==> config.mk <==
export PLATFORM = sky130hd
export DESIGN_NAME = pwm_duty_ctrl
export DESIGN_NICKNAME = d
export VERILOG_FILES = /design/src/rtl/pwm_pkg.sv /design/src/rtl/pwm_duty_ctrl_debounce.sv /design/src/rtl/pwm_duty_ctrl.sv
export SDC_FILE = /design/constraint.sdc
export NUM_CORES = 1
export LEC_CHECK = 0
export BUFFER_PORTS_ARGS = -buffer_cell sky130_fd_sc_hd__buf_2
export CAP_MARGIN = 20
export CELL_PAD_IN_SITES_DETAIL_PLACEMENT = 0
export CELL_PAD_IN_SITES_GLOBAL_PLACEMENT = 1
export CORE_ASPECT_RATIO = 1.5
export CORE_MARGIN = 1.5
export CORE_UTILIZATION = 35
export CTS_CLUSTER_DIAMETER = 150
export DETAILED_ROUTE_END_ITERATION = 8
export PLACE_DENSITY = 0.74
export SYNTH_ARGS = -nofsm -noshare
export SYNTH_HDL_FRONTEND = slang
export SYNTH_SLANG_ARGS = --single-unit
==> constraint.sdc <==
create_clock -name clk -period 2.4 [get_ports clk]
set_input_delay 0.12 -clock clk [delete_from_list [all_inputs] [get_ports clk]]
set_output_delay 0.12 -clock clk [all_outputs]
set_load 0.1 [all_outputs]
==> src/rtl/pwm_pkg.sv <==
// pwm_pkg: widths, limits and duty FSM states shared by
// the PWM block and its duty controller.
package pwm_pkg;

  localparam int DUTY_W       = 4;
  localparam int PHASE_W      = 3;
  localparam int DUTY_MAX_DEF = 8;

  typedef enum logic [1:0] {
    MANUAL = 2'd0,
    RISE   = 2'd1,
    FALL   = 2'd2
  } duty_st_t;

  // Step up by one, clamped at lim.
  function automatic logic [DUTY_W-1:0] duty_inc(
    input logic [DUTY_W-1:0] d,
    input logic [DUTY_W-1:0] lim
  );
    return (d >= lim) ? lim : d + DUTY_W'(1);
  endfunction

  // Step down by one, clamped at zero.
  function automatic logic [DUTY_W-1:0] duty_dec(
    input logic [DUTY_W-1:0] d
  );
    return (d == '0) ? '0 : d - DUTY_W'(1);
  endfunction

endpackage

==> src/rtl/pwm_duty_ctrl_debounce.sv <==
// btn_debounce: 2-flop sync, stable-level debounce and a
// one-cycle press pulse on the accepted rising level.
module btn_debounce #(
  parameter int DEBOUNCE_CYC = 16
) (
  input  logic clk,
  input  logic rst,
  input  logic i_btn,
  output logic o_press
);

  localparam int CNT_W = $clog2(DEBOUNCE_CYC) + 1;
  localparam logic [CNT_W-1:0] CNT_LAST =
    CNT_W'(DEBOUNCE_CYC - 1);

  logic             r_sync1;
  logic             r_sync2;
  logic             r_level;
  logic             r_press;
  logic [CNT_W-1:0] r_cnt;

  // Bring the raw button into the clock domain.
  always_ff @(posedge clk or posedge rst) begin
    if (rst) begin
      r_sync1 <= 1'b0;
      r_sync2 <= 1'b0;
    end else begin
      r_sync1 <= i_btn;
      r_sync2 <= r_sync1;
    end
  end

  // Accept a new level only after it has held long enough;
  // any return to the old level restarts the count.
  always_ff @(posedge clk or posedge rst) begin
    if (rst) begin
      r_cnt   <= '0;
      r_level <= 1'b0;
      r_press <= 1'b0;
    end else begin
      r_press <= 1'b0;
      if (r_sync2 == r_level) begin
        r_cnt <= '0;
      end else if (r_cnt == CNT_LAST) begin
        r_cnt   <= '0;
        r_level <= r_sync2;
        r_press <= r_sync2;
      end else begin
        r_cnt <= r_cnt + CNT_W'(1);
      end
    end
  end

  assign o_press = r_press;

endmodule

==> src/rtl/pwm_duty_ctrl.sv <==
// pwm_duty_ctrl: produces the PWM duty from push-buttons or
// a breathing ramp, changing it only at period boundaries.
module pwm_duty_ctrl
  import pwm_pkg::*;
#(
  parameter int DEBOUNCE_CYC = 16,
  parameter int BREATH_DIV   = 4,
  parameter int DUTY_MAX     = DUTY_MAX_DEF
) (
  input  logic              clk,
  input  logic              rst,
  input  logic              btn_up,
  input  logic              btn_dn,
  input  logic              mode,
  output logic [DUTY_W-1:0] duty,
  output logic              duty_upd
);

  localparam int STEP_W = $clog2(BREATH_DIV) + 1;
  localparam logic [STEP_W-1:0] STEP_LAST =
    STEP_W'(BREATH_DIV - 1);
  localparam logic [DUTY_W-1:0] D_MAX = DUTY_W'(DUTY_MAX);

  logic               w_press_up;
  logic               w_press_dn;
  logic               r_mode_s1;
  logic               r_mode_s2;
  logic [PHASE_W-1:0] r_phase;
  logic               w_bound;
  logic               r_pend_up;
  logic               r_pend_dn;
  logic               w_req_up;
  logic               w_req_dn;
  duty_st_t           r_state;
  duty_st_t           w_state_nxt;
  logic [STEP_W-1:0]  r_step;
  logic [STEP_W-1:0]  w_step_nxt;
  logic               w_step_fire;
  logic [DUTY_W-1:0]  r_duty;
  logic [DUTY_W-1:0]  w_duty_nxt;
  logic [DUTY_W-1:0]  w_duty_inc;
  logic [DUTY_W-1:0]  w_duty_dec;
  logic               r_upd;

  btn_debounce #(
    .DEBOUNCE_CYC(DEBOUNCE_CYC)
  ) u_db_up (
    .clk    (clk),
    .rst    (rst),
    .i_btn  (btn_up),
    .o_press(w_press_up)
  );

  btn_debounce #(
    .DEBOUNCE_CYC(DEBOUNCE_CYC)
  ) u_db_dn (
    .clk    (clk),
    .rst    (rst),
    .i_btn  (btn_dn),
    .o_press(w_press_dn)
  );

  // Mode is a slow switch; synchronize only.
  always_ff @(posedge clk or posedge rst) begin
    if (rst) begin
      r_mode_s1 <= 1'b0;
      r_mode_s2 <= 1'b0;
    end else begin
      r_mode_s1 <= mode;
      r_mode_s2 <= r_mode_s1;
    end
  end

  // Free-running phase, in lockstep with the PWM counter.
  always_ff @(posedge clk or posedge rst) begin
    if (rst) begin
      r_phase <= '0;
    end else begin
      r_phase <= r_phase + PHASE_W'(1);
    end
  end

  assign w_bound = &r_phase;

  // A press landing on the boundary cycle still counts now.
  assign w_req_up = r_pend_up | w_press_up;
  assign w_req_dn = r_pend_dn | w_press_dn;

  // Hold presses until the next boundary, then drop them.
  always_ff @(posedge clk or posedge rst) begin
    if (rst) begin
      r_pend_up <= 1'b0;
      r_pend_dn <= 1'b0;
    end else if (w_bound) begin
      r_pend_up <= 1'b0;
      r_pend_dn <= 1'b0;
    end else begin
      r_pend_up <= w_req_up;
      r_pend_dn <= w_req_dn;
    end
  end

  assign w_duty_inc  = duty_inc(r_duty, D_MAX);
  assign w_duty_dec  = duty_dec(r_duty);
  assign w_step_fire = w_bound && (r_step == STEP_LAST);

  // FSM state register.
  always_ff @(posedge clk or posedge rst) begin
    if (rst) begin
      r_state <= MANUAL;
    end else begin
      r_state <= w_state_nxt;
    end
  end

  // Next state: mode selects manual vs ramp; the ramp
  // turns around on the step that hits either end.
  always_comb begin
    w_state_nxt = r_state;
    unique case (r_state)
      MANUAL: begin
        if (r_mode_s2) begin
          w_state_nxt = RISE;
        end
      end
      RISE: begin
        if (!r_mode_s2) begin
          w_state_nxt = MANUAL;
        end else if (w_step_fire && w_duty_inc == D_MAX) begin
          w_state_nxt = FALL;
        end
      end
      FALL: begin
        if (!r_mode_s2) begin
          w_state_nxt = MANUAL;
        end else if (w_step_fire && w_duty_dec == '0) begin
          w_state_nxt = RISE;
        end
      end
      default: begin
        w_state_nxt = MANUAL;
      end
    endcase
  end

  // Outputs: next duty and step count. Nothing moves on
  // the cycle the FSM leaves a state.
  always_comb begin
    w_duty_nxt = r_duty;
    w_step_nxt = r_step;
    unique case (r_state)
      MANUAL: begin
        if (!r_mode_s2 && w_bound) begin
          unique case ({w_req_up, w_req_dn})
            2'b10:   w_duty_nxt = w_duty_inc;
            2'b01:   w_duty_nxt = w_duty_dec;
            default: w_duty_nxt = r_duty;
          endcase
        end
      end
      RISE, FALL: begin
        if (r_mode_s2 && w_bound) begin
          if (w_step_fire) begin
            w_step_nxt = '0;
            w_duty_nxt = (r_state == RISE) ? w_duty_inc
                                           : w_duty_dec;
          end else begin
            w_step_nxt = r_step + STEP_W'(1);
          end
        end
      end
      default: begin
        w_duty_nxt = r_duty;
      end
    endcase
    if (w_state_nxt != r_state) begin
      w_step_nxt = '0;
    end
  end

  // Duty and step registers; pulse only on a real change.
  always_ff @(posedge clk or posedge rst) begin
    if (rst) begin
      r_duty <= '0;
      r_step <= '0;
      r_upd  <= 1'b0;
    end else begin
      r_duty <= w_duty_nxt;
      r_step <= w_step_nxt;
      r_upd  <= (w_duty_nxt != r_duty);
    end
  end

  assign duty     = r_duty;
  assign duty_upd = r_upd;

endmodule

* After elaboration in Yosys (flattened, before gate mapping)
Cells that the tools add are included.
** Storage, ports and cells
- Register bits :: 35
- Bits of input ports :: 5
- Output and inout port bits :: 5
- Logic and storage cells :: 86
** Cells by class
- Add/sub/neg operators :: 6
- Magnitude comparators :: 1
- Equal/unequal tests :: 12
- Mux-type cells :: 28
- Bitwise operators :: 4
- Reduce and logical (&&, ||, !) cells :: 16
** Operator list (number)
- two-way mux 4 bit :: 6
- two-way mux 5 bit :: 4
- case mux 4 bit (2 select lines) :: 2
- two-way mux 3 bit :: 4
- adder 5 x 1 -> 5 bit (second input constant) :: 2
- == test 5 x 4 -> 1 bit (second input constant) :: 2
- two-way mux 2 bit :: 5
- zero test 4 bit :: 2
- adder 3 x 1 -> 3 bit (second input constant) :: 2
- two-way mux 1 bit :: 6
- case mux 2 bit (3 select lines) :: 1
- AND reduction 2 bit :: 3
- logical AND 1 bit :: 5
- adder 4 x 1 -> 4 bit (second input constant) :: 1
- == test 2 x 1 -> 1 bit (second input constant) :: 2
- == test 2 bit (second input constant) :: 2
- == test 4 bit (second input constant) :: 1
- >= comparator 4 bit (second input constant) :: 1
- != test 4 bit :: 1
- nonzero test 2 bit :: 2
- subtractor 4 x 1 -> 4 bit (second input constant) :: 1
- == test 3 x 2 -> 1 bit (second input constant) :: 1
- AND reduction 3 bit :: 1
- == test 1 bit :: 2
- 6 further kinds :: 8

* Depth between registers and ports, before layout
Gate-level depths: netlist (run 1).
- Depth in word-level cells :: 10
- Gate-level depth with buffers :: 9
- Mapped depth without buffers :: 9

* By module
Synthesis (run 1) repeated with hierarchy kept, for this count alone.
** Second synthesis, totals
- Cells, all modules :: 220
- Area total of the unflattened synthesis :: 2089.5 µm²
** Modules (own cells, without submodules)
- pwm_duty_ctrl :: times used 1, cells each 168, area an instance 1411.4 µm², seq. area each 425.4 µm²
- btn_debounce :: times used 2, cells each 26, area an instance 339.1 µm², seq. area each 225.2 µm²

* Worst setup path after synthesis (run 1)
OpenSTA, ideal clock, no wires.
- Kind :: flip-flop to flip-flop
- Start :: reg r_duty[0], in the netlist duty[0]
- End :: reg r_upd, in the netlist duty_upd
- Setup time :: 0.143 ns
- Arrival :: 2.764 ns
- Data required time :: 2.257 ns
- Slack :: -0.507 ns
- Cell stages (with the launch flop) :: 10
- Buffers on the path :: 1
- Period minus slack after synthesis :: 2.907 ns
- Cells stage by stage :: dfrtp_1 > inv_1 > ha_1 > buf_2 > nor3b_1 > o32ai_1 > o21ai_0 > and3_1 > o41ai_1 > nand4_1
** Between the ends
- Word-level cells in the longest chain between the ends :: 7
- Elaborated cells on any way between the ends :: 13
- Classes of those cells :: add/sub (2); order compare (1); eq/ne (1); mux (8); reduce/logical (1)
** Ends and longest elaborated chain
- start: declaration :: RTL line pwm_duty_ctrl.sv:39 : logic [DUTY_W-1:0] r_duty;
- start signal: assignment :: RTL line pwm_duty_ctrl.sv:188 : r_duty <= w_duty_nxt;
- subtractor 4 x 1 -> 4 bit, or another cell as far along :: RTL line pwm_pkg.sv:27 : return (d == '0) ? '0 : d - DUTY_W'(1);
- two-way mux 4 bit (on tied branches) :: RTL line pwm_pkg.sv:27, pwm_pkg.sv:20
- two-way mux 4 bit :: RTL line pwm_duty_ctrl.sv:165 : w_duty_nxt = (r_state == RISE) ? w_duty_inc
- two-way mux 4 bit :: RTL line pwm_duty_ctrl.sv:163 : if (w_step_fire) begin
- two-way mux 4 bit :: RTL line pwm_duty_ctrl.sv:162 : if (r_mode_s2 && w_bound) begin
- case mux 4 bit (2 select lines) :: RTL line pwm_duty_ctrl.sv:151 : unique case (r_state)
- != test 4 bit (*) :: RTL line pwm_duty_ctrl.sv:190 : r_upd <= (w_duty_nxt != r_duty);
- end signal: assignment :: RTL line pwm_duty_ctrl.sv:190
- end: declaration :: RTL line pwm_duty_ctrl.sv:43 : logic r_upd;
Every way passes the cells marked *; elsewhere a longest branch is shown, timed or not.
A chain may end at the register's enable or synchronous reset.

* Worst setup path in the final report (run 1)
- Start :: reg u_db_dn.r_press, in the netlist u_db_dn.o_press
- End :: reg r_upd, in the netlist duty_upd
** Between the ends
- Word-level cells in the longest chain between the ends :: 6
- Elaborated cells on any way between the ends :: 7
- Classes of those cells :: eq/ne (3); mux (3); bitwise (1)
** Ends and longest elaborated chain
- start: declaration :: RTL line pwm_duty_ctrl_debounce.sv:19 : logic r_press;
- start signal: assignment :: RTL line pwm_duty_ctrl_debounce.sv:47 : r_press <= r_sync2;
- bitwise OR 1 bit (*) :: RTL line pwm_duty_ctrl.sv:87 : assign w_req_dn = r_pend_dn | w_press_dn;
- == test 2 x 1 -> 1 bit or == test 2 bit (tied branches) :: RTL line pwm_duty_ctrl.sv:154 : unique case ({w_req_up, w_req_dn})
- case mux 4 bit (2 select lines) (*) :: RTL line pwm_duty_ctrl.sv:154
- two-way mux 4 bit (*) :: RTL line pwm_duty_ctrl.sv:153 : if (!r_mode_s2 && w_bound) begin
- case mux 4 bit (2 select lines) (*) :: RTL line pwm_duty_ctrl.sv:151
- != test 4 bit (*) :: RTL line pwm_duty_ctrl.sv:190
Marks and branches as above.

==> qor.csv, run 1 <==
metric,value,unit
vias per inst,5.26,
TritonCTS clock tree,yes,
switching power,0.685,mW
switching share of power,38.2,%
Int Power,1.11,mW
mean post-synth cell area,9.63,um2
Worst-Skew Late Latency,0.29,ns
max cap viols,0,
Slew HR,61.3,%
VDD IR max,0.362,mV
PwrDens,760,nW/um2
fin crit share,95.8,%
initial antenna violation count,0,
post-route setup slack,0.102,ns
Worst Hold End,r_mode_s2,
Final min period,2.30,ns
cells after synthesis,204,
gr ovfl total,0,
IO Pins,10,
total track usage,16.1,%
1st-iter DRT viols,88,
DIE AREA,6080,um2
Synth Cell Area,1960,um2
outcome,finished clean,
unique cell type count in the Yosys netlist,45,
# nets final,251,
Rows,33,
share of cells above drive strength 1,21.4,%
routability-driven placement congestion ratio,0.942,
Max Slew Vio Count,0,
Clk network pwr share,25.0,%
CP Launch Type,flop,
worst reg2reg setup slack,0.10,ns
Final Skew,0.00715,ns
Residual DRC,0,
"Setup violations, final",0,
Hold Path Depth,0,
Root Buffer Master,clkbuf_8,
Starting Density,36.0,%
number of synthesized register bits,35,
area delta synth->final,20.2,%
die extent in x,64.2,um
Tot Pwr,1.79,mW
HPWL after DPL,3080,um
Max clock buf depth,2,
clock slew seen by the registers of the worst setup and hold paths,0.07,ns
path depth of the worst reg2reg path,7,
detailed-route wire length,4250,um
Comb pwr share,36.7,%
first-pass GRT wire length,7560,um
Ys Warns,0,
Total Neg Setup Slack,0,ns
CP endpoint kind,flop,
DR vias,1600,
worst r2r src,u_db_dn.o_press,
Die Y,94.8,um
WHS,0.350,ns
r2r endpoint,duty_upd,
CTS sink cnt,35,
vias in the first global route,1652,
cts bufs inserted,5,
sequential element share of the synthesized area,44.6,%
H-tree depth,2,
critical path type,reg2reg,
Fmax,435,MHz
I/O Buffers,9,
Critical Path RT,2.62,ns
CP arrival,2.52,ns
leak pwr,1.12,nW
hold_sp,r_mode_s1,
Worst-Margin Slew,0.579,ns
largest net degree at the start of global routing,36,
"Max FO, Critical Path",6,
Place WS,-0.0140,ns
Post-Syn Nets,222,
DRT Pass-1 Iters,4,
final hold violations,0,
type of the tightest min-delay check,reg2reg,
Flop pwr share,38.3,%
Routed Antenna Nets,0,
routed length per instance,14.0,um
Ant. Diodes,0,
Floorplan Core Area,5450,um2
==> placed cells by master (no fill, tap or decap), drive strengths merged, types with 2 or more instances in the layout <==
cell | Yosys | routed
nor4b | 3 | 3
nor3 | 5 | 5
nand3b | 3 | 3
and3 | 7 | 7
xor2 | 6 | 6
o32ai | 2 | 2
a32oi | 2 | 2
ha | 13 | 13
clkbuf | 2 | 7
nor3b | 2 | 2
mux2i | 2 | 2
a21oi | 11 | 11
dlygate4sd3 | 0 | 4
nand4b | 2 | 2
nand2 | 7 | 7
nand2b | 3 | 3
a22oi | 3 | 3
nand3 | 6 | 6
o21ai | 13 | 13
mux2 | 2 | 2
buf | 5 | 25
a211oi | 3 | 3
o211ai | 5 | 5
dfrtp | 35 | 35
and2 | 3 | 3
or3b | 2 | 2
nor2 | 25 | 25
a31oi | 3 | 3
inv | 15 | 15
==> cells in the mapped netlist <==
cell | n | area [um2]
dfrtp_1 | 35 | 876
nor2_1 | 25 | 93.8
inv_1 | 15 | 56.3
ha_1 | 13 | 163
o21ai_0 | 13 | 65.1
a21oi_1 | 11 | 55.1
and3_1 | 7 | 43.8
nand2_1 | 7 | 26.3
nand3_1 | 6 | 30.0
xor2_1 | 6 | 52.6
o211ai_1 | 5 | 37.5
nor3_1 | 4 | 20.0
a211oi_1 | 3 | 22.5
a22oi_1 | 3 | 22.5
a31oi_1 | 3 | 18.8
and2_1 | 3 | 18.8
buf_2 | 3 | 15.0
nand2b_1 | 3 | 18.8
nand3b_1 | 3 | 22.5
nor4b_1 | 3 | 26.3
a32oi_1 | 2 | 17.5
buf_4 | 2 | 15.0
clkbuf_1 | 2 | 7.51
mux2_2 | 2 | 22.5
mux2i_1 | 2 | 20.0
nand4b_1 | 2 | 17.5
nor3b_1 | 2 | 15.0
o32ai_1 | 2 | 17.5
a211o_1 | 1 | 8.76
a221o_2 | 1 | 11.3
a31o_2 | 1 | 8.76
a32o_1 | 1 | 10.0
nand4_1 | 1 | 6.26
nor3_2 | 1 | 10.0
o21a_1 | 1 | 7.51
o21bai_1 | 1 | 7.51
o22ai_1 | 1 | 6.26
o311a_1 | 1 | 10.0
o32a_1 | 1 | 10.0
o41ai_1 | 1 | 8.76
or3_1 | 1 | 6.26
or3b_2 | 1 | 8.76
or3b_4 | 1 | 11.3
or4_1 | 1 | 7.51
xnor2_1 | 1 | 8.76
==> worst max-delay path by stage <==
stage / depth (start not counted) / endpoint / from / slack (ns)
final: 7 / duty_upd / u_db_dn.o_press / 0.10
after global routing: 8 / duty_upd / duty[0] / -0.01
after CTS: 8 / duty_upd / duty[0] / 0.06
after detailed placement: 8 / duty_upd / duty[0] / -0.01
after global placement: 8 / duty_upd / duty[0] / 0.04
after floorplan: 6 / duty_upd / duty[2] / 0.004
==> sequential cells by signal (all words and copies together), names as in the netlist, 2 cells and up <==
register       cells
r_step             3
u_db_up.r_cnt      5
r_phase            3
duty               4
u_db_dn.r_cnt      5
r_state            2
==> stage by stage <==
stage,area [um2],util [%],instances
final,2360,43.3,304
after global routing,2360,43.3,304
after CTS,2340,42.9,303
after detailed placement,2180,40.1,291
after global placement,2180,40.1,291
after floorplan,1980,-,204
==> kinds of logic after synthesis <==
family,share of synthesized area [%]
adder cells (fa/ha/maj),8.28
AND/OR/NAND/NOR,19.5
AO/OA/AOI/OAI,17.6
multiplexers,2.17
flip-flops,44.6
buffers and inverters,4.78
XOR/XNOR,3.12
==> power groups by stage <==
| stage | sequential (mW) | clock (mW) | combinational, mW |
|---|---|---|---|
| after floorplan | 0.780 | 0 | 0.388 |
| after global placement | 0.695 | 0 | 0.641 |
| after detailed placement | 0.696 | 0 | 0.634 |
| after CTS | 0.685 | 0.467 | 0.654 |
| after global routing | 0.698 | 0.501 | 0.724 |
| final | 0.687 | 0.449 | 0.658 |
==> area by class of cell <==
class,count,area [um2]
fill,572,3090
multi-input combinational,147,1030
sequential,35,883
timing repair buffer,29,205
tap,70,87.6
clock buffer,7,86.3
inverter,15,56.3
clock inverter,1,8.76
==> worst max-delay path: stages, from the launching register on <==
cell and delay [ns]:
dfrtp_1 0.38, nor2_2 0.12, inv_1 0.05, ha_1 0.30, or3b_4 0.42, o311a_1 0.38
or4_1 0.47, nand4_1 0.10
==> routing by layer <==
layer | up-vias | GRT usage, % | share of wire [%]
li1 | 791 | - | -
met1 | 772 | 18.0 | 42
met2 | 24 | 27.6 | 52
met3 | 13 | 3.93 | 2.8
met4 | 0 | 9.57 | 3.7
met5 | - | 0 | 0
==> repair_timing <==
item,in CTS,in global routing
resized for setup,3,4
endpoints found under the hold margin,38,0
hold buffers,4,0
buffers inserted,0,1
setup endpoints to repair,1,4
pin swaps,0,1
Note: power is estimated with default switching activity, not from simulation.
==> run 2, diff against run 1 <==
CORE_MARGIN = unset   (was 1.5)
==> run 2 against run 1 <==
  * Worst hold slack got worse by 0.0035 ns
  * Combinational power about the same
  * Clock power rose by 2%
  * Sequential cell count unchanged
  * Die area decreased by 2.6%
  * Non-clock buffer count down 1
  * Largest cell class unchanged
  * Register-to-register slack better by 0.06 ns
  * Global-route usage shrank 0.20 points
  * Highest routed layer unchanged
  * Design area shrank 0.11%
  * First-iteration DRC count rose by 13%
==> qor.csv, run 2 (synthesis results as in run 1) <==
metric,value,unit,change
total track usage,15.9,%,-0.20 points
Rows,33,,unchanged
final hold violations,0,,unchanged
detailed-route wire length,4290,um,+0.97%
critical path type,reg2reg,,
Max clock buf depth,2,,unchanged
initial antenna violation count,0,,unchanged
"commonest cells after routing, fill and taps aside","33 x dfrtp_1, 24 x nor2_1, 15 x buf_4",,
max cap viols,0,,unchanged
Routed Antenna Nets,0,,unchanged
DR vias,1606,,+0.38%
I/O Buffers,9,,unchanged
largest net degree at the start of global routing,23,,-36%
H-tree depth,2,,unchanged
Final min period,2.24,ns,-0.0580 ns
WHS,0.347,ns,-0.00349 ns
Floorplan Core Area,5450,um2,unchanged
CP arrival,2.46,ns,-0.06 ns
clock slew seen by the registers of the worst setup and hold paths,0.07,ns,about the same
routed length per instance,14.1,um,+1.3%
cts bufs inserted,5,,unchanged
leak pwr,1.12,nW,about the same
post-route cell area,2360,um2,-0.11%
Worst-Skew Late Latency,0.28,ns,about the same
"non-filler cells, final",303,,-0.33%
CP endpoint kind,flop,,
Slew HR,56.9,%,-4.4 points
Fmax,446,MHz,+2.6%
"Max FO, Critical Path",6,,unchanged
HPWL after DPL,3270,um,+6.2%
VDD IR max,0.444,mV,+23%
# nets final,250,,-0.40%
# placed instances,290,,-0.34%
Placed Area,2180,um2,-0.34%
gr ovfl total,0,,unchanged
share of cells above drive strength 1,21.0,%,-0.34 points
max incr delay on CP,0.47,ns,about the same
die extent in x,63.2,um,-1.6%
Place WS,-0.0298,ns,-0.0158 ns
number of fill cells in the layout,564,,-1.4%
Starting Density,36.0,%,unchanged
post-route setup slack,0.160,ns,+0.0580 ns
CTS sink cnt,35,,unchanged
first-pass GRT wire length,7250,um,-4.1%
critical path buffer and inverter count,1,,unchanged
DRT Pass-1 Iters,4,,unchanged
IO Pins,10,,unchanged
type of the tightest min-delay check,reg2reg,,
CP max-delay cell,or4_1,,
fin util,43.3,%,-0.046 points
Ant. Diodes,0,,unchanged
vias per inst,5.30,,+0.71%
CP Launch Type,flop,,
Critical Path RT,2.62,ns,about the same
DIE AREA,5920,um2,-2.6%
1st-iter DRT viols,99,,+13%
Max Slew Vio Count,0,,unchanged
TritonCTS clock tree,yes,,
area delta synth->final,20.1,%,
routability-driven placement congestion ratio,0.839,,-11%
crit path cell chain,nor2_2 -> inv_1 -> ha_2 -> or3b_4 -> o311a_1 -> or4_1 -> nand4_1,,
Final Skew,0.00939,ns,+0.00224 ns
cell family with most CP delay,simple AND/OR/NAND/NOR gates,,
Root Buffer Master,clkbuf_8,,
Residual DRC,0,,unchanged
outcome,finished clean,,
Worst-Margin Slew,0.645,ns,+0.0654 ns
PwrDens,768,nW/um2,+1.1%
vias in the first global route,1602,,-3.0%
Die Y,93.8,um,-1.1%
"commonest non-fill, non-tap cell in the layout",dfrtp_1,,
Tot Pwr,1.81,mW,+0.97%
"Setup violations, final",0,,unchanged
fin crit share,93.4,%,-2.4 points
Total Neg Setup Slack,0,ns,unchanged
[run 2: cell types whose count changed in the layout (fill, tap and decap cells not counted)]
cell	previous run	this run
clkinv_4	1	0
clkbuf_8	6	7
buf_4	16	15
[run 2: final timing paths]
path,startpoint,to,slack (ns),cells after the start
worst max-delay path,u_db_dn.o_press,duty_upd,0.16,7
worst min-delay path,u_db_dn.r_sync1,u_db_dn.r_sync2,0.35,0
worst max register to register,u_db_dn.o_press,duty_upd,0.16,7
worst min register to register,u_db_dn.r_sync1,u_db_dn.r_sync2,0.35,0
max in group asynchronous,rst,u_db_dn.r_cnt[3],1.31,4
min in group asynchronous,rst,r_phase[0],0.41,3
[run 2: area by class of cell]
type	count	area [um2]	share of cell area (%)
inverter	15	56.3	2.39
clock buffer	8	100	4.24
sequential	35	883	37.5
tap	70	87.6	3.71
multi-input combinational	147	1030	43.8
timing repair buffer	28	198	8.38
[run 2: what timing repair did]
| action | CTS | global route |
|---|---|---|
| setup buffers | 0 | 1 |
| endpoints found under the setup margin | 1 | 2 |
| pin swaps | 0 | 1 |
| gates resized for setup | 2 | 5 |
| endpoints found under the hold margin | 16 | 0 |
| hold buffers | 4 | 0 |
[run 2: report_power, final]
| part | total (mW) | internal [mW] | switching [mW] | leakage (nW) |
|---|---|---|---|---|
| clock network | 0.458 | 0.262 | 0.196 | 0.0515 |
| logic | 0.661 | 0.236 | 0.425 | 0.613 |
| registers | 0.692 | 0.635 | 0.0569 | 0.456 |
| total | 1.81 | 1.13 | 0.678 | 1.12 |
[run 2: routing by layer]
layer | GRT usage, % | routed length (um)
met1 | 16.4 | 1770
met2 | 29.0 | 2240
met3 | 3.52 | 112
met4 | 9.66 | 159
met5 | 0 | 0
==> run 3, diff against run 2 <==
CORE_ASPECT_RATIO = 0.9   (was 1.5)
CTS_CLUSTER_DIAMETER = unset   (was 150)
==> run 3 against run 2 <==
  * Design area is 1.6% lower
  * Sequential cell count stayed put
  * Global-route usage is 0.49 points lower
  * Cell count is 2.6% lower
  * Setup slack worse by 0.027 ns
  * Critical path type unchanged
  * Largest cell class unchanged
  * Highest routed layer unchanged
==> qor.csv, run 3 (synthesis results as in run 1) <==
metric,value,unit,change
VDD IR max,0.276,mV,-38%
Worst-Skew Late Latency,0.28,ns,about the same
Final min period,2.27,ns,+0.0267 ns
Int Power,1.11,mW,-1.6%
I/O Buffers,9,,unchanged
HPWL after DPL,2920,um,-11%
outcome,finished clean,,
CTS sink cnt,35,,unchanged
"commonest cells after routing, fill and taps aside","33 x dfrtp_1, 24 x nor2_1, 14 x inv_1",,
area delta synth->final,18.1,%,
Rows,25,,-24%
Max Slew Vio Count,0,,unchanged
Floorplan Core Area,5320,um2,-2.4%
Final Skew,0.00953,ns,+0.000141 ns
switching share of power,38.0,%,+0.56 points
setup bufs post-CTS,0,,unchanged
"commonest non-fill, non-tap cell in the layout",dfrtp_1,,
Ant. Diodes,0,,unchanged
Comb pwr share,35.5,%,-1.0 points
PwrDens,775,nW/um2,+0.92%
max cap viols,0,,unchanged
Flop pwr share,38.6,%,+0.4 points
# placed instances,283,,-2.4%
1st-iter DRT viols,159,,+61%
first-pass GRT wire length,6890,um,-4.9%
Starting Density,36.9,%,+0.90 points
detailed-route wire length,4190,um,-2.3%
"Max FO, Critical Path",10,,+4
vias per inst,5.44,,+2.6%
WHS,0.349,ns,+0.00223 ns
critical path type,reg2reg,,
DR vias,1605,,-0.062%
# nets final,245,,-2.0%
CP endpoint kind,flop,,
Fmax,441,MHz,-1.2%
largest net degree at the start of global routing,36,,+57%
Critical Path RT,2.55,ns,-0.07 ns
cts bufs inserted,5,,unchanged
initial antenna violation count,0,,unchanged
clock slew seen by the registers of the worst setup and hold paths,0.08,ns,about the same
Root Buffer Master,clkbuf_8,,
H-tree depth,2,,unchanged
CP Launch Type,flop,,
Residual DRC,0,,unchanged
Clk network pwr share,25.9,%,+0.6 points
TritonCTS clock tree,yes,,
IO Pins,10,,unchanged
Total Neg Setup Slack,0,ns,unchanged
gr ovfl total,0,,unchanged
Worst-Margin Slew,0.587,ns,-0.0573 ns
switching power,0.683,mW,+0.74%
DRT Pass-1 Iters,4,,unchanged
Die Y,73.1,um,-22%
Routed Antenna Nets,0,,unchanged
leak pwr,1.10,nW,-2.1%
final hold violations,0,,unchanged
total track usage,15.4,%,-0.49 points
"Setup violations, final",0,,unchanged
worst reg2reg setup slack,0.13,ns,-0.03 ns
"non-filler cells, final",295,,-2.6%
CP arrival,2.41,ns,-0.05 ns
Max clock buf depth,2,,unchanged
fin crit share,94.5,%,+1.1 points
die extent in x,81.0,um,+28%
type of the tightest min-delay check,reg2reg,,
routability-driven placement congestion ratio,0.818,,-2.6%
vias in the first global route,1522,,-5.0%
Slew HR,60.8,%,+3.8 points
routed length per instance,14.2,um,+0.36%
DIE AREA,5920,um2,-0.10%
share of cells above drive strength 1,19.7,%,-1.3 points
## run 3: cell types whose count changed in the layout (fill, tap and decap cells not counted)
cell,delta
buf_4,-5
clkbuf_1,-1
clkinvlp_4,+1
nor4b_1,-1
nor4b_2,+1
o41ai_1,+1
o41ai_2,-1
## run 3: area by class of cell
| cell class | count | area, um2 |
|---|---|---|
| Clock inverter | 1 | 7.51 |
| Tap cell | 67 | 83.8 |
| Clock buffer | 7 | 96.3 |
| Sequential cell | 35 | 883 |
| Fill cell | 510 | 3000 |
| Inverter | 15 | 56.3 |
| Multi-Input combinational cell | 147 | 1030 |
| Timing Repair Buffer | 23 | 160 |
## run 3: through the flow
step / power (mW) / utilization, % / worst slack (ns) / cell area, um2
6_report: 1.80 / 43.6 / 0.133 / 2320
5_1_grt: 1.92 / 43.6 / -0.0446 / 2320
4_1_cts: 1.79 / 43.0 / 0.0461 / 2290
3_5_place_dp: 1.31 / 40.3 / 0.0436 / 2140
3_3_place_gp: 1.32 / 40.3 / 0.0690 / 2140
2_1_floorplan: 1.17 / - / 0.00407 / 1980
## run 3: worst max-delay path, cell delays in order (launching register included)
cell,delay (ns)
dfrtp_4,0.52
inv_1,0.08
ha_2,0.28
nor2_1,0.11
o32ai_2,0.33
o21ai_0,0.14
and3_1,0.19
o41ai_1,0.37
nand4_1,0.12
## run 3: per-layer routing
metal,up-vias,track usage (%),routed length [um]
met2,34,24.8,2030
li1,785,-,-
met5,-,0,0
met3,6,3.50,219
met4,0,5.36,57
met1,780,20.4,1880
## run 3: power by group through the flow
stage,combinational [mW],sequential [mW],clock (mW)
global placement,0.615,0.705,0
detailed placement,0.604,0.702,0
floorplan,0.388,0.780,0
finish,0.638,0.694,0.466
CTS,0.612,0.690,0.484
global route,0.704,0.703,0.510
## run 3: timing repair
action                     4_1_cts  5_1_grt
gates resized for setup          0        7
setup endpoints to repair        0        4
hold endpoints to repair        38        0
hold buffers                     4        0
## run 3: worst paths after layout
kind | depth (start not counted) | end | startpoint
worst max-delay path | 8 | duty_upd | duty[1]
worst min-delay path | 0 | u_db_dn.r_sync2 | u_db_dn.r_sync1
min in group asynchronous | 4 | duty[0] | rst
max in group asynchronous | 4 | duty[1] | rst
worst max register to register | 8 | duty_upd | duty[1]
worst min register to register | 0 | u_db_dn.r_sync2 | u_db_dn.r_sync1
